**src/rtl/riscv_ctrl_pkg.sv**
```systemverilog
// ---------------------------------------------------------------------------
// riscv_ctrl_pkg
// Shared constants for the multi-cycle controller:
//   - supported opcode encodings (R_TYPE, RTYPE_I, LW, SW)
//   - funct3/funct7 encodings of the supported operations
//   - ALU_CC_* operation codes driven onto alu_cc
//   - FSM state encoding (ctrl_state_e)
// ---------------------------------------------------------------------------
package riscv_ctrl_pkg;

  localparam logic [6:0] R_TYPE  = 7'b0110011;
  localparam logic [6:0] RTYPE_I = 7'b0010011;
  localparam logic [6:0] LW      = 7'b0000011;
  localparam logic [6:0] SW      = 7'b0100011;

  localparam logic [2:0] F3_ADD = 3'b000;
  localparam logic [2:0] F3_SLT = 3'b010;
  localparam logic [2:0] F3_XOR = 3'b100;
  localparam logic [2:0] F3_OR  = 3'b110;
  localparam logic [2:0] F3_AND = 3'b111;

  localparam logic [6:0] F7_BASE = 7'b0000000;
  localparam logic [6:0] F7_ALT  = 7'b0100000;

  localparam logic [3:0] ALU_CC_AND = 4'b0000;
  localparam logic [3:0] ALU_CC_OR  = 4'b0001;
  localparam logic [3:0] ALU_CC_ADD = 4'b0010;
  localparam logic [3:0] ALU_CC_SUB = 4'b0110;
  localparam logic [3:0] ALU_CC_SLT = 4'b0111;
  localparam logic [3:0] ALU_CC_XOR = 4'b1100;

  typedef enum logic [2:0] {
    ST_IDLE   = 3'd0,
    ST_FETCH  = 3'd1,
    ST_DECODE = 3'd2,
    ST_EXEC   = 3'd3,
    ST_MEM    = 3'd4,
    ST_WB     = 3'd5
  } ctrl_state_e;

  // Loads and stores are the only instructions that pass through MEM.
  function automatic logic is_mem_op(input logic [6:0] op);
    return (op == LW) || (op == SW);
  endfunction

endpackage

```
**src/rtl/multicycle_ctrl_if.sv**
```systemverilog
// ---------------------------------------------------------------------------
// multicycle_ctrl_if
// Memory handshake bundle between the controller and the instruction/data
// memories.
//   fetch_req   controller -> imem : instruction fetch request
//   fetch_ready imem -> controller : instruction word returned
//   mem_read    controller -> dmem : data read request
//   mem_write   controller -> dmem : data write request
//   mem_ready   dmem -> controller : data access complete
// Modports: master (controller side), slave (memory side).
// ---------------------------------------------------------------------------
interface multicycle_ctrl_if;

  logic fetch_req;
  logic fetch_ready;
  logic mem_read;
  logic mem_write;
  logic mem_ready;

  modport master (
    output fetch_req,
    output mem_read,
    output mem_write,
    input  fetch_ready,
    input  mem_ready
  );

  modport slave (
    input  fetch_req,
    input  mem_read,
    input  mem_write,
    output fetch_ready,
    output mem_ready
  );

endinterface

```
**src/rtl/alu_cc_decode.sv**
```systemverilog
// ---------------------------------------------------------------------------
// alu_cc_decode
// Purely combinational decode of {opcode, funct7, funct3} into the ALU
// operation code and a legality flag.
//   opcode  in  7  instruction opcode
//   funct7  in  7  instruction funct7 (ignored for I-type)
//   funct3  in  3  instruction funct3
//   alu_cc  out 4  ALU operation code (don't-care when legal = 0)
//   legal   out 1  combination is supported
// ---------------------------------------------------------------------------
module alu_cc_decode
  import riscv_ctrl_pkg::*;
(
  input  logic [6:0] opcode,
  input  logic [6:0] funct7,
  input  logic [2:0] funct3,
  output logic [3:0] alu_cc,
  output logic       legal
);

  // R-type (base funct7) and I-type share the same funct3 -> operation map.
  logic [3:0] f3_cc;
  logic       f3_ok;

  always_comb begin
    f3_cc = ALU_CC_AND;
    f3_ok = 1'b1;
    case (funct3)
      F3_ADD:  f3_cc = ALU_CC_ADD;
      F3_SLT:  f3_cc = ALU_CC_SLT;
      F3_XOR:  f3_cc = ALU_CC_XOR;
      F3_OR:   f3_cc = ALU_CC_OR;
      F3_AND:  f3_cc = ALU_CC_AND;
      default: f3_ok = 1'b0;
    endcase
  end

  always_comb begin
    alu_cc = ALU_CC_AND;
    legal  = 1'b0;
    case (opcode)
      R_TYPE: begin
        if (funct7 == F7_BASE) begin
          alu_cc = f3_cc;
          legal  = f3_ok;
        end else if ((funct7 == F7_ALT) && (funct3 == F3_ADD)) begin
          alu_cc = ALU_CC_SUB;
          legal  = 1'b1;
        end
      end
      RTYPE_I: begin
        alu_cc = f3_cc;
        legal  = f3_ok;
      end
      LW, SW: begin
        // Only word accesses are supported; address = rs1 + imm.
        if (funct3 == F3_SLT) begin
          alu_cc = ALU_CC_ADD;
          legal  = 1'b1;
        end
      end
      default: begin
      end
    endcase
  end

endmodule

```
**src/rtl/multicycle_ctrl.sv**
```systemverilog
// ---------------------------------------------------------------------------
// multicycle_ctrl
// Multi-cycle sequencer for data_path. Walks each instruction through
// FETCH / DECODE / EXEC / MEM / WB, holds FETCH and MEM until the memory
// handshake completes, and aborts with bus_err after MEM_TIMEOUT cycles of
// waiting.
//
// Parameters
//   MEM_TIMEOUT  cycles allowed in FETCH or MEM without ready (>= 2)
//   CNT_W        retired-counter width (only with CTRL_PERF_CNT_EN)
//
// Optional feature (macro CTRL_PERF_CNT_EN): adds output retired, a counter
// incremented on every pc_write, wrapping at 2^CNT_W.
//
// Ports
//   clk        in   clock, rising edge
//   reset      in   asynchronous active-low reset
//   run        in   start fetching (sampled in IDLE only)
//   opcode     in   7  from data_path, valid in DECODE
//   funct7     in   7  from data_path, valid in DECODE
//   funct3     in   3  from data_path, valid in DECODE
//   mem_bus    master modport: fetch_req/fetch_ready, mem_read/mem_write/mem_ready
//   ir_write   out  latch IR (FETCH cycle in which fetch_ready is seen)
//   pc_write   out  PC <= PC+4 on the last cycle of a retired instruction
//   reg_write  out  register-file write enable (WB)
//   mem2reg    out  write-back selects memory data (WB of LW)
//   alu_src    out  ALU operand B = immediate
//   alu_cc     out  4  ALU operation code (EXEC..WB, else 0000)
//   busy       out  state != IDLE
//   illegal    out  1-cycle pulse after DECODE of an unsupported instruction
//   bus_err    out  1-cycle pulse after a handshake timeout
//   retired    out  CNT_W retired-instruction count (CTRL_PERF_CNT_EN only)
// ---------------------------------------------------------------------------
module multicycle_ctrl
  import riscv_ctrl_pkg::*;
#(
  parameter int MEM_TIMEOUT = 16
`ifdef CTRL_PERF_CNT_EN
  , parameter int CNT_W = 32
`endif
) (
  input  logic              clk,
  input  logic              reset,
  input  logic              run,
  input  logic [6:0]        opcode,
  input  logic [6:0]        funct7,
  input  logic [2:0]        funct3,
  multicycle_ctrl_if.master mem_bus,
  output logic              ir_write,
  output logic              pc_write,
  output logic              reg_write,
  output logic              mem2reg,
  output logic              alu_src,
  output logic [3:0]        alu_cc,
  output logic              busy,
  output logic              illegal,
  output logic              bus_err
`ifdef CTRL_PERF_CNT_EN
  , output logic [CNT_W-1:0] retired
`endif
);

  localparam int                WAIT_W    = $clog2(MEM_TIMEOUT);
  localparam logic [WAIT_W-1:0] WAIT_LAST = WAIT_W'(MEM_TIMEOUT - 1);

  ctrl_state_e       state_reg, state_next;
  logic [WAIT_W-1:0] wait_cnt_reg, wait_cnt_next;
  logic [6:0]        opcode_reg;
  logic [6:0]        funct7_reg;
  logic [2:0]        funct3_reg;
  logic              illegal_reg, illegal_next;
  logic              bus_err_reg, bus_err_next;

  logic [6:0]        dec_opcode;
  logic [6:0]        dec_funct7;
  logic [2:0]        dec_funct3;
  logic [3:0]        dec_alu_cc;
  logic              dec_legal;

  logic              is_lw;
  logic              is_sw;
  logic              wait_expired;
  logic              fetch_req_c;
  logic              mem_read_c;
  logic              mem_write_c;

  // The decoder sees the live fields during DECODE (for the legality check)
  // and the latched fields afterwards, so alu_cc in EXEC..WB never depends
  // on whatever data_path is presenting at that time.
  assign dec_opcode = (state_reg == ST_DECODE) ? opcode : opcode_reg;
  assign dec_funct7 = (state_reg == ST_DECODE) ? funct7 : funct7_reg;
  assign dec_funct3 = (state_reg == ST_DECODE) ? funct3 : funct3_reg;

  alu_cc_decode u_alu_cc_decode (
    .opcode (dec_opcode),
    .funct7 (dec_funct7),
    .funct3 (dec_funct3),
    .alu_cc (dec_alu_cc),
    .legal  (dec_legal)
  );

  assign is_lw        = (opcode_reg == LW);
  assign is_sw        = (opcode_reg == SW);
  assign wait_expired = (wait_cnt_reg == WAIT_LAST);

  always_ff @(posedge clk or negedge reset) begin
    if (!reset) begin
      state_reg <= ST_IDLE;
    end else begin
      state_reg <= state_next;
    end
  end

  always_comb begin
    state_next    = state_reg;
    wait_cnt_next = wait_cnt_reg;
    illegal_next  = 1'b0;
    bus_err_next  = 1'b0;
    fetch_req_c   = 1'b0;
    mem_read_c    = 1'b0;
    mem_write_c   = 1'b0;
    ir_write      = 1'b0;
    pc_write      = 1'b0;
    reg_write     = 1'b0;
    mem2reg       = 1'b0;
    alu_src       = 1'b0;
    alu_cc        = ALU_CC_AND;

    case (state_reg)
      ST_IDLE: begin
        if (run) begin
          state_next    = ST_FETCH;
          wait_cnt_next = '0;
        end
      end

      ST_FETCH: begin
        fetch_req_c = 1'b1;
        // ready wins over the timeout so a word on the last allowed cycle
        // is still accepted.
        if (mem_bus.fetch_ready) begin
          ir_write   = 1'b1;
          state_next = ST_DECODE;
        end else if (wait_expired) begin
          bus_err_next = 1'b1;
          state_next   = ST_IDLE;
        end else begin
          wait_cnt_next = wait_cnt_reg + 1'b1;
        end
      end

      ST_DECODE: begin
        if (dec_legal) begin
          state_next = ST_EXEC;
        end else begin
          illegal_next = 1'b1;
          state_next   = ST_IDLE;
        end
      end

      ST_EXEC: begin
        alu_src = (opcode_reg != R_TYPE);
        alu_cc  = dec_alu_cc;
        if (is_mem_op(opcode_reg)) begin
          state_next    = ST_MEM;
          wait_cnt_next = '0;
        end else begin
          state_next = ST_WB;
        end
      end

      ST_MEM: begin
        alu_src     = 1'b1;
        alu_cc      = dec_alu_cc;
        mem_read_c  = is_lw;
        mem_write_c = is_sw;
        if (mem_bus.mem_ready) begin
          // A store retires here; a load still needs its write-back.
          if (is_lw) begin
            state_next = ST_WB;
          end else begin
            pc_write   = 1'b1;
            state_next = ST_IDLE;
          end
        end else if (wait_expired) begin
          bus_err_next = 1'b1;
          state_next   = ST_IDLE;
        end else begin
          wait_cnt_next = wait_cnt_reg + 1'b1;
        end
      end

      ST_WB: begin
        alu_src    = (opcode_reg != R_TYPE);
        alu_cc     = dec_alu_cc;
        reg_write  = 1'b1;
        mem2reg    = is_lw;
        pc_write   = 1'b1;
        state_next = ST_IDLE;
      end

      default: begin
        state_next = ST_IDLE;
      end
    endcase
  end

  always_ff @(posedge clk or negedge reset) begin
    if (!reset) begin
      wait_cnt_reg <= '0;
      opcode_reg   <= '0;
      funct7_reg   <= '0;
      funct3_reg   <= '0;
      illegal_reg  <= 1'b0;
      bus_err_reg  <= 1'b0;
    end else begin
      wait_cnt_reg <= wait_cnt_next;
      illegal_reg  <= illegal_next;
      bus_err_reg  <= bus_err_next;
      if (state_reg == ST_DECODE) begin
        opcode_reg <= opcode;
        funct7_reg <= funct7;
        funct3_reg <= funct3;
      end
    end
  end

  assign busy              = (state_reg != ST_IDLE);
  assign illegal           = illegal_reg;
  assign bus_err           = bus_err_reg;
  assign mem_bus.fetch_req = fetch_req_c;
  assign mem_bus.mem_read  = mem_read_c;
  assign mem_bus.mem_write = mem_write_c;

`ifdef CTRL_PERF_CNT_EN
  logic [CNT_W-1:0] retired_reg;

  always_ff @(posedge clk or negedge reset) begin
    if (!reset) begin
      retired_reg <= '0;
    end else if (pc_write) begin
      retired_reg <= retired_reg + CNT_W'(1);
    end
  end

  assign retired = retired_reg;
`endif

endmodule

```
**src/flat_wrapper.sv**
```systemverilog
// flat-port wrapper written by rule: the top's interface ports become plain ports
module multicycle_ctrl_flat import riscv_ctrl_pkg::*;
#(
  parameter int MEM_TIMEOUT = 16

)
  (clk, reset, run, opcode, funct7, funct3, ir_write, pc_write, reg_write, mem2reg, alu_src, alu_cc, busy, illegal, bus_err, mem_bus_fetch_req, mem_bus_mem_read, mem_bus_mem_write, mem_bus_fetch_ready, mem_bus_mem_ready);
  multicycle_ctrl_if mem_bus_i ();
  input  logic clk;
  input  logic reset;
  input  logic run;
  input  logic [6:0] opcode;
  input  logic [6:0] funct7;
  input  logic [2:0] funct3;
  output logic ir_write;
  output logic pc_write;
  output logic reg_write;
  output logic mem2reg;
  output logic alu_src;
  output logic [3:0] alu_cc;
  output logic busy;
  output logic illegal;
  output logic bus_err;
  output wire logic [$bits(mem_bus_i.fetch_req)-1:0] mem_bus_fetch_req;
  output wire logic [$bits(mem_bus_i.mem_read)-1:0] mem_bus_mem_read;
  output wire logic [$bits(mem_bus_i.mem_write)-1:0] mem_bus_mem_write;
  input wire logic [$bits(mem_bus_i.fetch_ready)-1:0] mem_bus_fetch_ready;
  input wire logic [$bits(mem_bus_i.mem_ready)-1:0] mem_bus_mem_ready;
  assign mem_bus_fetch_req = mem_bus_i.fetch_req;
  assign mem_bus_mem_read = mem_bus_i.mem_read;
  assign mem_bus_mem_write = mem_bus_i.mem_write;
  assign mem_bus_i.fetch_ready = mem_bus_fetch_ready;
  assign mem_bus_i.mem_ready = mem_bus_mem_ready;
  multicycle_ctrl #(.MEM_TIMEOUT(MEM_TIMEOUT)) u_core (.clk(clk), .reset(reset), .run(run), .opcode(opcode), .funct7(funct7), .funct3(funct3), .mem_bus(mem_bus_i), .ir_write(ir_write), .pc_write(pc_write), .reg_write(reg_write), .mem2reg(mem2reg), .alu_src(alu_src), .alu_cc(alu_cc), .busy(busy), .illegal(illegal), .bus_err(bus_err));
endmodule
```
**config.mk**
```make
export PLATFORM = sky130hd
export DESIGN_NAME = multicycle_ctrl_flat
export DESIGN_NICKNAME = d
export VERILOG_FILES = /design/src/rtl/riscv_ctrl_pkg.sv /design/src/rtl/multicycle_ctrl_if.sv /design/src/rtl/alu_cc_decode.sv /design/src/rtl/multicycle_ctrl.sv /design/src/flat_wrapper.sv
export SDC_FILE = /design/constraint.sdc
export NUM_CORES = 1
export LEC_CHECK = 0
export CORE_ASPECT_RATIO = 0.7
export CORE_UTILIZATION = 49
export DETAILED_ROUTE_END_ITERATION = 6
export GPL_TIMING_DRIVEN = 0
export PLACE_DENSITY = 0.79
export SLEW_MARGIN = 20
export SYNTH_ARGS = -nofsm -noshare
export SYNTH_HDL_FRONTEND = slang
export SYNTH_HIERARCHICAL = 1
export SYNTH_SLANG_ARGS = --single-unit
```
**constraint.sdc**
```tcl
create_clock -name clk -period 4.4 [get_ports clk]
set_clock_uncertainty 0.1 [all_clocks]
set_input_delay 0.88 -clock clk [delete_from_list [all_inputs] [get_ports clk]]
set_output_delay 0.88 -clock clk [all_outputs]
set_load 0.05 [all_outputs]
```
==> run summary, run 1 <==
status = finished clean
Net Sw Frac = 0.4349
Vias = 1326
fillers = 200
post-route ant nets = 0
hold buffer count at CTS = 0
Post-synth EDFFs = 0
Max H-tree Level = 1
Mean Syn Cell Area = 10.81 µm²
vias per inst = 5.920
Synth Register Bits = 26
vias in the first global route = 1269
Cell Pwr Density = 708.8 nW/µm²
CTS Buffer Depth = 2
Wirelength per Cell = 16.73 µm
Synthesized Nets = 166
Setup CP Type = reg2out
total wire length = 3747 µm
Synth Instances = 143
Hold Startpoint = u_core/funct7_reg[1]
Leak = 0.8498 nW
most common cell after layout, fill and taps aside = clkdlybuf4s50_1
worst skew pair latency = 0.28 ns
Pre-Repair DR Iteration Count = 4
Overall Global Routing Usage = 0.2302
Max rail drop VDD = 0.3378 mV
Nets = 212
element type at the critical path end = primary output
# DRC = 0
switching pwr = 0.0006344 W
CP Max Fanout = 10
initial drt markers = 151
critical path's slowest cell = or4_4
Tcrit/Tclk final = 0.9845
Placeable Area = 2903 µm²
leading area contributor after synthesis = dfrtp_1
CTS Sinks = 26
Area after DPL = 1946 µm²
Synth Area in Adders = 0.008097
Rel. slew slack = 0.6063
Layout Cells excl Fill = 224
Final Slew Violations = 0
Seq/Total Area, Yosys = 0.4211
Reg2Reg Setup Slack = 1.19 ns
synth unique cells = 50
Post-Place Cells = 215
number of port buffers = 36
largest net degree at the start of global routing = 27
Reg power frac = 0.288
most frequent cells in the layout = 31 x clkdlybuf4s50_1, 26 x dfrtp_1, 17 x mux2_2
synth top area cells = dfrtp_1 42%, mux2_2 12%, a21oi_1 2.6%
Clock Tree Root = clkbuf_8
RR Startpoint = u_core/state_reg[2]
final setup vio count = 0
Tightest Pin Transition = 0.5906 ns
Max stage delay on crit path = 0.56 ns
max-cap violations = 0
design area = 2058 µm²
area grow syn2layout = 33.20%
Compound-Gate Fraction of Synth Area = 0.1393
Critical Path AT = 3.35 ns
Hold Vio Cnt, Final = 0
Logic pwr share = 0.574
initial core utilization = 0.5323
minimum clock period = 4.332 ns
die area = 3386 µm²
mux cell area share after synthesis = 0.1368
ys flop type = dfrtp_1
detailed-placement wirelength estimate = 2624 µm
register area = 650.6 µm²
multi-input combinational cell area = 860.8 µm²
num ports = 37
origin of the worst setup path = u_core/state_reg[2]
first-pass GRT wire length = 6134 µm
HP Class = reg2reg
initial antenna violation count = 0
clk slew on worst S/H paths = 0.09 ns
YS warnings = 6
Std-Cell Rows = 16
Final Power = 0.001459 W
Vert. Die Dim = 48.99 µm
Yosys top cell area share = 0.4211
Critical Path, Cell by Cell = buf_2 -> nor3b_2 -> buf_4 -> buf_6 -> mux2_2 -> or4_4 -> nor3_4 -> a21bo_1 -> a311oi_2 -> and2_1 -> buf_4
ratio of cells with drive above 1 in the final layout = 0.2660
Cell Int Power = 0.0008243 W
Synth Cell Area = 1545 µm²
Async SR Flop Fraction = 1.000
most common cell type on the critical path = buf_4
XOR/XNOR Fraction of Synth Area = 0.005668
clock buffer count from CTS = 3
max frequency = 230.8 MHz
largest family of logic cells by synthesized area = simple AND/OR/NAND/NOR gates
part of the power in the clock network = 0.139
Antenna diodes = 0
CTS tree = built
die width = 69.12 µm
Simple-Gate Fraction of Synth Area = 0.2591
CP Launch Type = register
Critical Path RT = 3.42 ns
Final GP Congestion = 0.8413
worst path bufs/invs = 4
family with the most delay on the worst path = simple AND/OR/NAND/NOR gates
grt ovf = 0
Hold WS = 0.4050 ns
[Yosys cell counts (2+ instances only)]
library cell,number
dfrtp_1,26
mux2_2,17
nor2_1,10
a21oi_1,8
nand2_1,7
and2_1,6
nand2b_1,5
buf_2,4
inv_1,4
nor3_1,3
nor3b_1,3
o21ai_0,3
a21boi_0,2
a31oi_1,2
mux2i_1,2
nand3_1,2
nand4_1,2
nor2b_1,2
nor3b_2,2
or2_2,2
or3_1,2
[layer usage]
| layer | wire length, µm | vias up | share of wire | global-route usage |
|---|---|---|---|---|
| li1 | - | 615 | - | - |
| met1 | 1679 | 631 | 0.45 | 0.3008 |
| met2 | 1762 | 69 | 0.47 | 0.3883 |
| met3 | 223 | 11 | 0.060 | 0.05785 |
| met4 | 82 | 0 | 0.022 | 0.05102 |
| met5 | 0 | - | 0 | 0 |
[kinds of logic (layout without fill, tap and decap cells)]
logic type | Yosys count | after routing
simple gates | 59 | 59
flops | 26 | 26
xor+xnor | 1 | 1
buf+inv | 10 | 55
fa+ha+maj | 1 | 1
mux | 19 | 19
compound gates | 27 | 27
[cell type report]
| cell class | instances | share of cell area |
|---|---|---|
| Clock buffer | 3 | 0.02006 |
| Buffer | 6 | 0.01945 |
| Tap cell | 36 | 0.02188 |
| Sequential cell | 26 | 0.3161 |
| Timing Repair Buffer | 41 | 0.1824 |
| Inverter | 4 | 0.007295 |
| Clock inverter | 1 | 0.01459 |
| Multi-Input combinational cell | 107 | 0.4182 |
[worst register-to-register path: cells and delay by family, from the launching register on]
family / cells / cell delay (ns)
flip-flops: 1 / 0.43
buffers and inverters: 3 / 0.52
AND/OR/NAND/NOR: 5 / 1.16
AO/OA/AOI/OAI: 3 / 0.56
multiplexers: 1 / 0.35
[metrics by stage]
stage | setup WS, ns | util | TNS [ns]
3_5_place_dp | -0.5091 | 0.6703 | -1.849
6_report | 0.06816 | 0.7091 | 0
3_3_place_gp | -0.3599 | 0.6720 | -1.312
4_1_cts | 0.004229 | 0.6931 | 0
5_1_grt | -0.04185 | 0.7091 | -0.04185
2_1_floorplan | 0.3323 | - | 0
[path summary, 6_finish.rpt]
| check | endpoint | cells after the start |
|---|---|---|
| setup / recovery | alu_cc[1] | 11 |
| hold / removal | u_core/funct7_reg[1] | 1 |
| setup reg to reg | u_core/state_reg[0] | 12 |
| hold reg to reg | u_core/funct7_reg[1] | 1 |
| max in group asynchronous | u_core/wait_cnt_reg[1] | 1 |
| min in group asynchronous | u_core/opcode_reg[4] | 1 |
[timing repair]
item                       in CTS  in global routing
hold endpoints to repair        0                  0
setup endpoints to repair       4                  4
buffers inserted                0                  5
resized for setup              24                  2
[power groups by stage]
stage	clock [W]	combinational, W	sequential [W]
after floorplan	0	0.000599	0.000408
after global placement	0	0.000760	0.000409
after detailed placement	0	0.000789	0.000422
after CTS	0.000203	0.000807	0.000416
after global routing	0.000218	0.000896	0.000433
final	0.000202	0.000837	0.000420
No activity file was read; power rests on OpenSTA's default activity.
==> inputs of run 2 (changes only) <==
- CORE_MARGIN: not set -> 10
==> run summary, run 2 (synthesized netlist as in run 1, its figures left out) <==
status = finished clean
FF-to-FF path depth = 12 (unchanged)
Leak = 0.8259 nW (-2.8%)
Reg2Reg Setup Slack = 1.15 ns (-0.04 ns)
Hold WS = 0.4063 ns (+0.001302 ns)
family with the most delay on the worst path = simple AND/OR/NAND/NOR gates
ratio of cells with drive above 1 in the final layout = 0.2595 (-0.006498)
Pre-Repair DR Iteration Count = 4 (unchanged)
Critical Path AT = 3.24 ns (-0.11 ns)
Overall Global Routing Usage = 0.1278 (-0.1024)
initial core utilization = 0.5323 (unchanged)
most common cell type on the critical path = buf_4
clock buffer count from CTS = 3 (unchanged)
element type at the critical path end = primary output
Cell Pwr Density = 680.8 nW/µm² (-3.9%)
Std-Cell Rows = 16 (unchanged)
clk slew on worst S/H paths = 0.09 ns (about the same)
Reg power frac = 0.300 (+0.012)
worst reg2reg endpoint = u_core/state_reg[0]
end of the critical path = alu_cc[1]
Clock Tree Root = clkbuf_8
Hold Vio Cnt, Final = 0 (unchanged)
grt ovf = 0 (unchanged)
worst path bufs/invs = 4 (unchanged)
CP Launch Type = register
Nets = 210 (-0.94%)
Max H-tree Level = 1 (unchanged)
Final GP Congestion = 0.8005 (-4.8%)
hold buffer count at CTS = 0 (unchanged)
CTS tree = built
die area = 5836 µm² (+72%)
minimum clock period = 4.218 ns (-0.1143 ns)
vias in the first global route = 1352 (+6.5%)
most common cell after layout, fill and taps aside = clkdlybuf4s50_1
switching pwr = 0.0006187 W (-2.5%)
Vias = 1290 (-2.7%)
# DRC = 0 (unchanged)
Logic pwr share = 0.603 (+0.029)
Cell Int Power = 0.0007571 W (-8.2%)
CP Max Fanout = 10 (unchanged)
Max stage delay on crit path = 0.56 ns (about the same)
Placeable Area = 2903 µm² (unchanged)
total wire length = 3766 µm (+0.51%)
max frequency = 237.1 MHz (+2.7%)
final setup vio count = 0 (unchanged)
Final Slew Violations = 0 (unchanged)
initial antenna violation count = 0 (unchanged)
Net Sw Frac = 0.4497 (+0.01478)
HP Class = reg2reg
first-pass GRT wire length = 6147 µm (+0.21%)
Antenna diodes = 0 (unchanged)
Setup CP Type = reg2out
Tcrit/Tclk final = 0.9585 (-0.02598)
worst skew pair latency = 0.27 ns (about the same)
max-cap violations = 0 (unchanged)
CTS Sinks = 26 (unchanged)
number of port buffers = 36 (unchanged)
area grow syn2layout = 30.77%
design area = 2021 µm² (-1.8%)
detailed-placement wirelength estimate = 2868 µm (+9.3%)
Crit path depth = 11 (unchanged)
largest net degree at the start of global routing = 27 (unchanged)
num ports = 37 (unchanged)
Max rail drop VDD = 0.2892 mV (-14%)
Wirelength per Cell = 17.04 µm (+1.9%)
initial drt markers = 55 (-64%)
critical path's slowest cell = or4_4
Critical Path, Cell by Cell = buf_2 -> nor3b_2 -> buf_4 -> buf_4 -> mux2_2 -> or4_4 -> nor3_4 -> a21bo_1 -> a311oi_2 -> and2_1 -> buf_6
most frequent cells in the layout = 31 x clkdlybuf4s50_1, 26 x dfrtp_1, 17 x mux2_2
Tightest Pin Transition = 0.5612 ns (-0.02937 ns)
die width = 87.12 µm (+26%)
Critical Path RT = 3.42 ns (about the same)
Vert. Die Dim = 66.99 µm (+37%)
Rel. slew slack = 0.6259 (+0.01958)
Area after DPL = 1946 µm² (unchanged)
RSZ-0062 raised after global routing = false
vias per inst = 5.837 (-1.4%)
RR Startpoint = u_core/state_reg[2]
CTS Buffer Depth = 2 (unchanged)
post-route ant nets = 0 (unchanged)
part of the power in the clock network = 0.096 (-0.043)
origin of the worst setup path = u_core/state_reg[2]
run 2: cell types whose count changed in the layout (fill, tap and decap cells not counted):
cell / before / now
buf_2: 6 / 5
buf_4: 8 / 7
bufinv_16: 1 / 0
nor3b_1: 2 / 1
nor3b_2: 3 / 4
run 2: final cells by class:
cell class	count	area, µm²
fill	221	882.1
multi-input combinational	107	865.8
sequential	26	650.6
timing repair buffer	39	366.6
tap	36	45.04
clock buffer	3	41.29
buffer	6	36.28
inverter	4	15.01
run 2: power by group through the flow:
stage          combinational [W]  sequential [W]  clock [W]
2_1_floorplan           0.000599        0.000408          0
3_3_place_gp            0.000764        0.000409          0
3_5_place_dp            0.000791        0.000417          0
4_1_cts                 0.000806        0.000413   0.000140
5_1_grt                 0.000902        0.000427   0.000146
6_report                0.000830        0.000413   0.000133
run 2: through the flow:
step           utilization  worst slack, ns  TNS, ns  total power, W  instances
6_report            0.6961           0.1825        0        0.001376        221
5_1_grt             0.6961         0.006923        0        0.001475        221
4_1_cts             0.6836         0.009490        0        0.001358        218
3_5_place_dp        0.6703          -0.5203   -1.875        0.001208        215
3_3_place_gp        0.6720          -0.3762   -1.356        0.001173        215
2_1_floorplan            -           0.3323        0        0.001007        143
run 2: timing repair:
action	CTS	global route
setup endpoints to repair	4	4
resized for setup	25	3
setup buffers	0	3
run 2: worst min path at each step:
stage | startpoint | end | slack, ns | cells after the start
floorplan | u_core/funct7_reg[1] | u_core/funct7_reg[1] | 0.37 | 1
global placement | u_core/funct7_reg[2] | u_core/funct7_reg[2] | 0.38 | 1
detailed placement | u_core/funct7_reg[2] | u_core/funct7_reg[2] | 0.39 | 1
CTS | u_core/funct7_reg[1] | u_core/funct7_reg[1] | 0.41 | 1
global route | u_core/funct7_reg[1] | u_core/funct7_reg[1] | 0.43 | 1
finish | u_core/funct7_reg[1] | u_core/funct7_reg[1] | 0.41 | 1
run 2: layer usage:
metal | wire length [µm] | GRT usage | up-vias
met5 | 0 | 0 | -
met4 | 36 | 0.02381 | 0
met3 | 308 | 0.04496 | 6
met2 | 1792 | 0.2108 | 46
met1 | 1629 | 0.1587 | 630
li1 | - | - | 608
==> inputs of run 3 (changes only) <==
- HOLD_SLACK_MARGIN: not set -> 0.03
==> results of run 3 <==
Same layout as run 2: the final DEF is identical, and so are final timing and power.
